$ cat config.mk
export PLATFORM = sky130hd
export DESIGN_NAME = tap_controller
export DESIGN_NICKNAME = d
export VERILOG_FILES = /design/src/rtl/tap_controller.sv
export SDC_FILE = /design/constraint.sdc
export NUM_CORES = 1
export LEC_CHECK = 0
export CORE_MARGIN = 4
export CORE_UTILIZATION = 65
export CTS_BUF_LIST = sky130_fd_sc_hd__clkbuf_16
export DETAILED_ROUTE_END_ITERATION = 8
export GPL_TIMING_DRIVEN = 0
export PLACE_DENSITY_LB_ADDON = 0.1
export RECOVER_POWER = 25
export SYNTH_ARGS = -nofsm -noshare
export SYNTH_HDL_FRONTEND = slang
export SYNTH_SLANG_ARGS = --single-unit
export TNS_END_PERCENT = 20
$ cat constraint.sdc
create_clock -name TCK -period 3.45 [get_ports TCK]
set_input_delay 0.345 -clock TCK [delete_from_list [all_inputs] [get_ports TCK]]
set_output_delay 0.345 -clock TCK [all_outputs]
set_load 0.01 [all_outputs]
$ cat src/rtl/tap_controller.sv
// IEEE 1149.1 TAP controller with IDCODE, BYPASS, TCP_CTRL/TCP_STATUS data
// registers and an IJTAG access port driven from the DR scan phases.
module tap_controller #(
    parameter logic [31:0] IDCODE_VALUE     = 32'h1CAFE0BF,
    parameter logic [31:0] TCP_STATUS_VALUE = 32'hDEADBEEF
) (
    input  logic TCK,
    input  logic TRST,
    input  logic TMS,
    input  logic TDI,
    output logic TDO,
    output logic ijtag_select,
    output logic ijtag_capture,
    output logic ijtag_shift,
    output logic ijtag_update,
    output logic ijtag_tdi,
    input  logic ijtag_tdo
);

    typedef enum logic [3:0] {
        TEST_LOGIC_RESET = 4'd0,
        RUN_TEST_IDLE    = 4'd1,
        SELECT_DR_SCAN   = 4'd2,
        CAPTURE_DR       = 4'd3,
        SHIFT_DR         = 4'd4,
        EXIT1_DR         = 4'd5,
        PAUSE_DR         = 4'd6,
        EXIT2_DR         = 4'd7,
        UPDATE_DR        = 4'd8,
        SELECT_IR_SCAN   = 4'd9,
        CAPTURE_IR       = 4'd10,
        SHIFT_IR         = 4'd11,
        EXIT1_IR         = 4'd12,
        PAUSE_IR         = 4'd13,
        EXIT2_IR         = 4'd14,
        UPDATE_IR        = 4'd15
    } tap_state_t;

    typedef enum logic [2:0] {
        DR_BYPASS = 3'd0,
        DR_IDCODE = 3'd1,
        DR_CTRL   = 3'd2,
        DR_STATUS = 3'd3,
        DR_IJTAG  = 3'd4
    } dr_sel_t;

    localparam logic [3:0] IR_BYPASS     = 4'h0;
    localparam logic [3:0] IR_IDCODE     = 4'h1;
    localparam logic [3:0] IR_TCP_CTRL   = 4'h8;
    localparam logic [3:0] IR_TCP_STATUS = 4'h9;
    localparam logic [3:0] IR_IJTAG      = 4'hA;
    localparam logic [3:0] IR_CAPTURE    = 4'b0001;

    tap_state_t  tap_state;
    tap_state_t  w_tap_state_nxt;
    logic [3:0]  r_ir;
    logic [3:0]  r_ir_shift;
    logic [31:0] r_dr_shift;
    logic [31:0] r_tcp_ctrl;
    logic        r_bypass;
    logic        r_tdo;
    logic [3:0]  w_ir_active;
    dr_sel_t     w_dr_sel;
    logic        w_tdo_nxt;

    // TAP state register
    always_ff @(posedge TCK) begin
        if (TRST) begin
            tap_state <= TEST_LOGIC_RESET;
        end else begin
            tap_state <= w_tap_state_nxt;
        end
    end

    // Standard 1149.1 next-state function of TMS
    always_comb begin
        w_tap_state_nxt = tap_state;
        case (tap_state)
            TEST_LOGIC_RESET: w_tap_state_nxt = TMS ? TEST_LOGIC_RESET : RUN_TEST_IDLE;
            RUN_TEST_IDLE:    w_tap_state_nxt = TMS ? SELECT_DR_SCAN   : RUN_TEST_IDLE;
            SELECT_DR_SCAN:   w_tap_state_nxt = TMS ? SELECT_IR_SCAN   : CAPTURE_DR;
            CAPTURE_DR:       w_tap_state_nxt = TMS ? EXIT1_DR         : SHIFT_DR;
            SHIFT_DR:         w_tap_state_nxt = TMS ? EXIT1_DR         : SHIFT_DR;
            EXIT1_DR:         w_tap_state_nxt = TMS ? UPDATE_DR        : PAUSE_DR;
            PAUSE_DR:         w_tap_state_nxt = TMS ? EXIT2_DR         : PAUSE_DR;
            EXIT2_DR:         w_tap_state_nxt = TMS ? UPDATE_DR        : SHIFT_DR;
            UPDATE_DR:        w_tap_state_nxt = TMS ? SELECT_DR_SCAN   : RUN_TEST_IDLE;
            SELECT_IR_SCAN:   w_tap_state_nxt = TMS ? TEST_LOGIC_RESET : CAPTURE_IR;
            CAPTURE_IR:       w_tap_state_nxt = TMS ? EXIT1_IR         : SHIFT_IR;
            SHIFT_IR:         w_tap_state_nxt = TMS ? EXIT1_IR         : SHIFT_IR;
            EXIT1_IR:         w_tap_state_nxt = TMS ? UPDATE_IR        : PAUSE_IR;
            PAUSE_IR:         w_tap_state_nxt = TMS ? EXIT2_IR         : PAUSE_IR;
            EXIT2_IR:         w_tap_state_nxt = TMS ? UPDATE_IR        : SHIFT_IR;
            UPDATE_IR:        w_tap_state_nxt = TMS ? SELECT_DR_SCAN   : RUN_TEST_IDLE;
            default:          w_tap_state_nxt = TEST_LOGIC_RESET;
        endcase
    end

    // Active instruction; TLR overrides the stored IR immediately on entry
    always_comb begin
        w_ir_active = r_ir;
        if (tap_state == TEST_LOGIC_RESET) begin
            w_ir_active = IR_IDCODE;
        end else begin
            w_ir_active = r_ir;
        end
    end

    // Instruction decode to data register selection, unknown codes map to BYPASS
    always_comb begin
        w_dr_sel = DR_BYPASS;
        case (w_ir_active)
            IR_BYPASS:     w_dr_sel = DR_BYPASS;
            IR_IDCODE:     w_dr_sel = DR_IDCODE;
            IR_TCP_CTRL:   w_dr_sel = DR_CTRL;
            IR_TCP_STATUS: w_dr_sel = DR_STATUS;
            IR_IJTAG:      w_dr_sel = DR_IJTAG;
            default:       w_dr_sel = DR_BYPASS;
        endcase
    end

    // Instruction register: capture / shift / update stages
    always_ff @(posedge TCK) begin
        if (TRST) begin
            r_ir       <= IR_IDCODE;
            r_ir_shift <= IR_CAPTURE;
        end else begin
            case (tap_state)
                TEST_LOGIC_RESET: r_ir       <= IR_IDCODE;
                CAPTURE_IR:       r_ir_shift <= IR_CAPTURE;
                SHIFT_IR:         r_ir_shift <= {TDI, r_ir_shift[3:1]};
                UPDATE_IR:        r_ir       <= r_ir_shift;
                default:          begin end
            endcase
        end
    end

    // Data registers; TCP_CTRL survives a TMS-driven TLR and only clears on TRST
    always_ff @(posedge TCK) begin
        if (TRST) begin
            r_dr_shift <= 32'h0000_0000;
            r_tcp_ctrl <= 32'h0000_0000;
            r_bypass   <= 1'b0;
        end else begin
            case (tap_state)
                CAPTURE_DR: begin
                    case (w_dr_sel)
                        DR_BYPASS: r_bypass   <= 1'b0;
                        DR_IDCODE: r_dr_shift <= IDCODE_VALUE;
                        DR_CTRL:   r_dr_shift <= r_tcp_ctrl;
                        DR_STATUS: r_dr_shift <= TCP_STATUS_VALUE;
                        default:   begin end
                    endcase
                end
                SHIFT_DR: begin
                    case (w_dr_sel)
                        DR_BYPASS: r_bypass   <= TDI;
                        DR_IDCODE: r_dr_shift <= {TDI, r_dr_shift[31:1]};
                        DR_CTRL:   r_dr_shift <= {TDI, r_dr_shift[31:1]};
                        DR_STATUS: r_dr_shift <= {TDI, r_dr_shift[31:1]};
                        default:   begin end
                    endcase
                end
                UPDATE_DR: begin
                    if (w_dr_sel == DR_CTRL) begin
                        r_tcp_ctrl <= r_dr_shift;
                    end else begin
                        r_tcp_ctrl <= r_tcp_ctrl;
                    end
                end
                default: begin end
            endcase
        end
    end

    // Serial output source selection for the falling-edge TDO flop
    always_comb begin
        w_tdo_nxt = 1'b0;
        if (tap_state == SHIFT_IR) begin
            w_tdo_nxt = r_ir_shift[0];
        end else if (tap_state == SHIFT_DR) begin
            case (w_dr_sel)
                DR_BYPASS: w_tdo_nxt = r_bypass;
                DR_IJTAG:  w_tdo_nxt = ijtag_tdo;
                default:   w_tdo_nxt = r_dr_shift[0];
            endcase
        end else begin
            w_tdo_nxt = 1'b0;
        end
    end

    // TDO changes on falling TCK so the host samples it on the next rising edge
    always_ff @(negedge TCK) begin
        if (TRST) begin
            r_tdo <= 1'b0;
        end else begin
            r_tdo <= w_tdo_nxt;
        end
    end

    assign TDO = r_tdo;

    // IJTAG phase strobes follow the TAP state directly
    always_comb begin
        ijtag_select  = (w_ir_active == IR_IJTAG);
        ijtag_capture = ijtag_select && (tap_state == CAPTURE_DR);
        ijtag_shift   = ijtag_select && (tap_state == SHIFT_DR);
        ijtag_update  = ijtag_select && (tap_state == UPDATE_DR);
        ijtag_tdi     = TDI;
    end

endmodule

==> metrics.yaml <==
status: "finished clean"
timing.rr.end: "TDO$_SDFF_NP0_"
cts_inserted_buffers: 9
coreArea_sq_um: 5075
setup_viol: 0
detail-route-antenna-nets: 0
max_stage_delay_ns: 0.45
synth_ff_type: "dfxtp_1"
dr.pass1.iters: 5
synth-seq-cells: 78
startpoint: "tap_state[1]$_SDFF_PP0_"
num_io_pins: 11
area_growth_pct: 14.15
layout.nets: 441
crit_path_start_kind: "flop"
critPathTopFamily: "buffers and inverters"
antenna_found_initial: 0
root_buffer: "clkbuf_16"
crit_path_top_delay_cell: "or4_1"
synth_edf_count: 0
insertion_delay_ns: 0.38
r2r_start: "tap_state[1]$_SDFF_PP0_"
clock_skew_ns: 0.05093
die-area_sq_um: 6442
globalplace.congestion: 0.8995
multi_input_area_sq_um: 1599
ctsResizeCount: 1
critPathKind: "flop to flop"
cp-endpoint: "TDO$_SDFF_NP0_"
p_leak_nw: 1.302
hold_ws_ns: 0.4523
grt_first_pass_wirelength_um: 14790
syn-instance-count: 416
die_y_um: 80.27
cts_sinks: 78
vias: 3283
endpoint_kind: "flop"
avgSynthCellArea_sq_um: 8.160
slew_headroom: 0.2054
hp-class: "flop to flop"
required_ns: 2.03
postCtsHoldBufs: 0
wl_um: 9129
hold_viol: 0
r2r_slack_ns: 0.08
r2r_cells: 7
cpMostUsedCell: "buf_6"
dp_hpwl_um: 5787
path_clk_slew_ns: 0.06
drive_gt1_frac: 0.07710
drv_slew: 0
drv_cap: 0
final_cell_mix: "nand2_1 (101), dfxtp_1 (78), a21oi_1 (54), o22ai_1 (39), clkbuf_1 (22)"
p_total_mw: 2.059
die_w_um: 80.27
synth_area_leaders: "dfxtp_1 (46%), nand2_1 (11%), a21oi_1 (8.0%)"
synth_largest_area_cell: "dfxtp_1"
num_antenna_cells: 0
wl_per_cell_um: 17.86
ir_worst_vdd_mv: 0.3984
synth_top_area_frac: 0.4600
arrival_ns: 1.95
crit_chain: "buf_6 -> or4_1 -> buf_2 -> o31ai_4 -> buf_6 -> a32oi_1 -> o21ai_0"
cts_max_path_buffers: 2
fill_cells: 366
path_max_fanout: 10
syn-cell-area_sq_um: 3395
first_global_vias: 3187
grtUsageTotal: 0.2978
cts_tree: "built"
htree_levels: 3
yosysSeqAreaShare: 0.4600
synthArstFlopShare: 0
grt_start_max_net_pins: 14
yosys_warnings: 0
regArea_sq_um: 1562
p_per_area_nw_per_um2: 531.3
drt_iter0_drc: 284
timing.critical_path.buf_inv: 3
cp_num_cells: 7
final_common_cell: "nand2_1"
overflow: 0
rsz0062_at_grt: "no"
post-cts-setup-buffers: 0
max_slew.worst_pin.slew_ns: 1.182
synth_cell_type_count: 38
synth_nets: 421
viasPerCell: 6.425
io_buffers: 10
drc_errors: 0
start_util: 0.6689
std_cell_rows: 26
how the worst min path moves through the flow:
stage / end / slack, ns / cells past startpoint / startpoint
2_1_floorplan: r_tcp_ctrl[14]$_SDFFE_PP0P_ / 0.43 / 2 / r_tcp_ctrl[14]$_SDFFE_PP0P_
3_3_place_gp: r_tcp_ctrl[11]$_SDFFE_PP0P_ / 0.44 / 2 / r_tcp_ctrl[11]$_SDFFE_PP0P_
3_5_place_dp: r_tcp_ctrl[30]$_SDFFE_PP0P_ / 0.45 / 2 / r_tcp_ctrl[30]$_SDFFE_PP0P_
4_1_cts: r_tcp_ctrl[30]$_SDFFE_PP0P_ / 0.46 / 2 / r_tcp_ctrl[30]$_SDFFE_PP0P_
5_1_grt: r_tcp_ctrl[11]$_SDFFE_PP0P_ / 0.47 / 2 / r_tcp_ctrl[11]$_SDFFE_PP0P_
6_report: r_tcp_ctrl[31]$_SDFFE_PP0P_ / 0.45 / 2 / r_tcp_ctrl[31]$_SDFFE_PP0P_
power breakdown:
part / internal [mW] / leakage [nW] / total [mW] / switching [mW]
sequential: 0.921 / 0.630 / 0.938 / 0.0173
clock: 0.631 / 0.160 / 1.00 / 0.371
combinational: 0.0428 / 0.512 / 0.119 / 0.0761
registers in the layout (all words and copies together), names as in the netlist:
register and count:
r_ir 4, r_tcp_ctrl 32, TDO 1, r_dr_shift 32, tap_state 4, r_bypass 1, r_ir_shift 4
tightest hold or removal path, cell delays in order, from the launching register on:
cell and delay [ns]:
dfxtp_1 0.30, nand2_1 0.05, a21oi_1 0.05
final cells by class:
cell class / instances / share of cell area
inverters: 6 / 0.005812
clock buffers: 9 / 0.05812
multi-input cells: 294 / 0.4127
repair buffers: 10 / 0.02583
flip-flops and latches: 78 / 0.4030
clock inverters: 8 / 0.02389
well taps: 70 / 0.02260
plain buffers: 36 / 0.04811
per-stage QoR:
stage	std cells	utilization	area (sq um)	setup WS [ns]	setup TNS (ns)
2_1_floorplan	416	-	3395	0.2064	0
3_3_place_gp	496	0.7059	3582	-0.2888	-0.2888
3_5_place_dp	496	0.7059	3582	-0.2700	-0.2700
4_1_cts	512	0.7690	3902	0.01830	0
5_1_grt	511	0.7636	3875	0.02174	0
6_report	511	0.7636	3875	0.07730	0
synthesized netlist by cell type (8+ instances only):
cell and count:
a211oi_1 10, clkbuf_1 20, dfxtp_1 78, o22ai_1 39, nand3_1 10, buf_2 8
nand2_1 101, a21oi_1 54, nor2_1 11, o21ai_0 14
per-layer routing:
layer	vias up	part of all wire	GRT usage
met3	40	0.080	0.05605
li1	1522	-	-
met4	0	0.039	0.1740
met5	-	0	0
met1	1544	0.41	0.3728
met2	177	0.47	0.4760
cell families after synthesis:
group | count (synthesis) | share of synthesized area
AND/OR/NAND/NOR | 152 | 0.2035
buffers and inverters | 44 | 0.06929
flip-flops | 78 | 0.4600
multiplexers | 4 | 0.01180
AO/OA/AOI/OAI | 138 | 0.2554
Note: power is estimated with default switching activity, not from simulation.
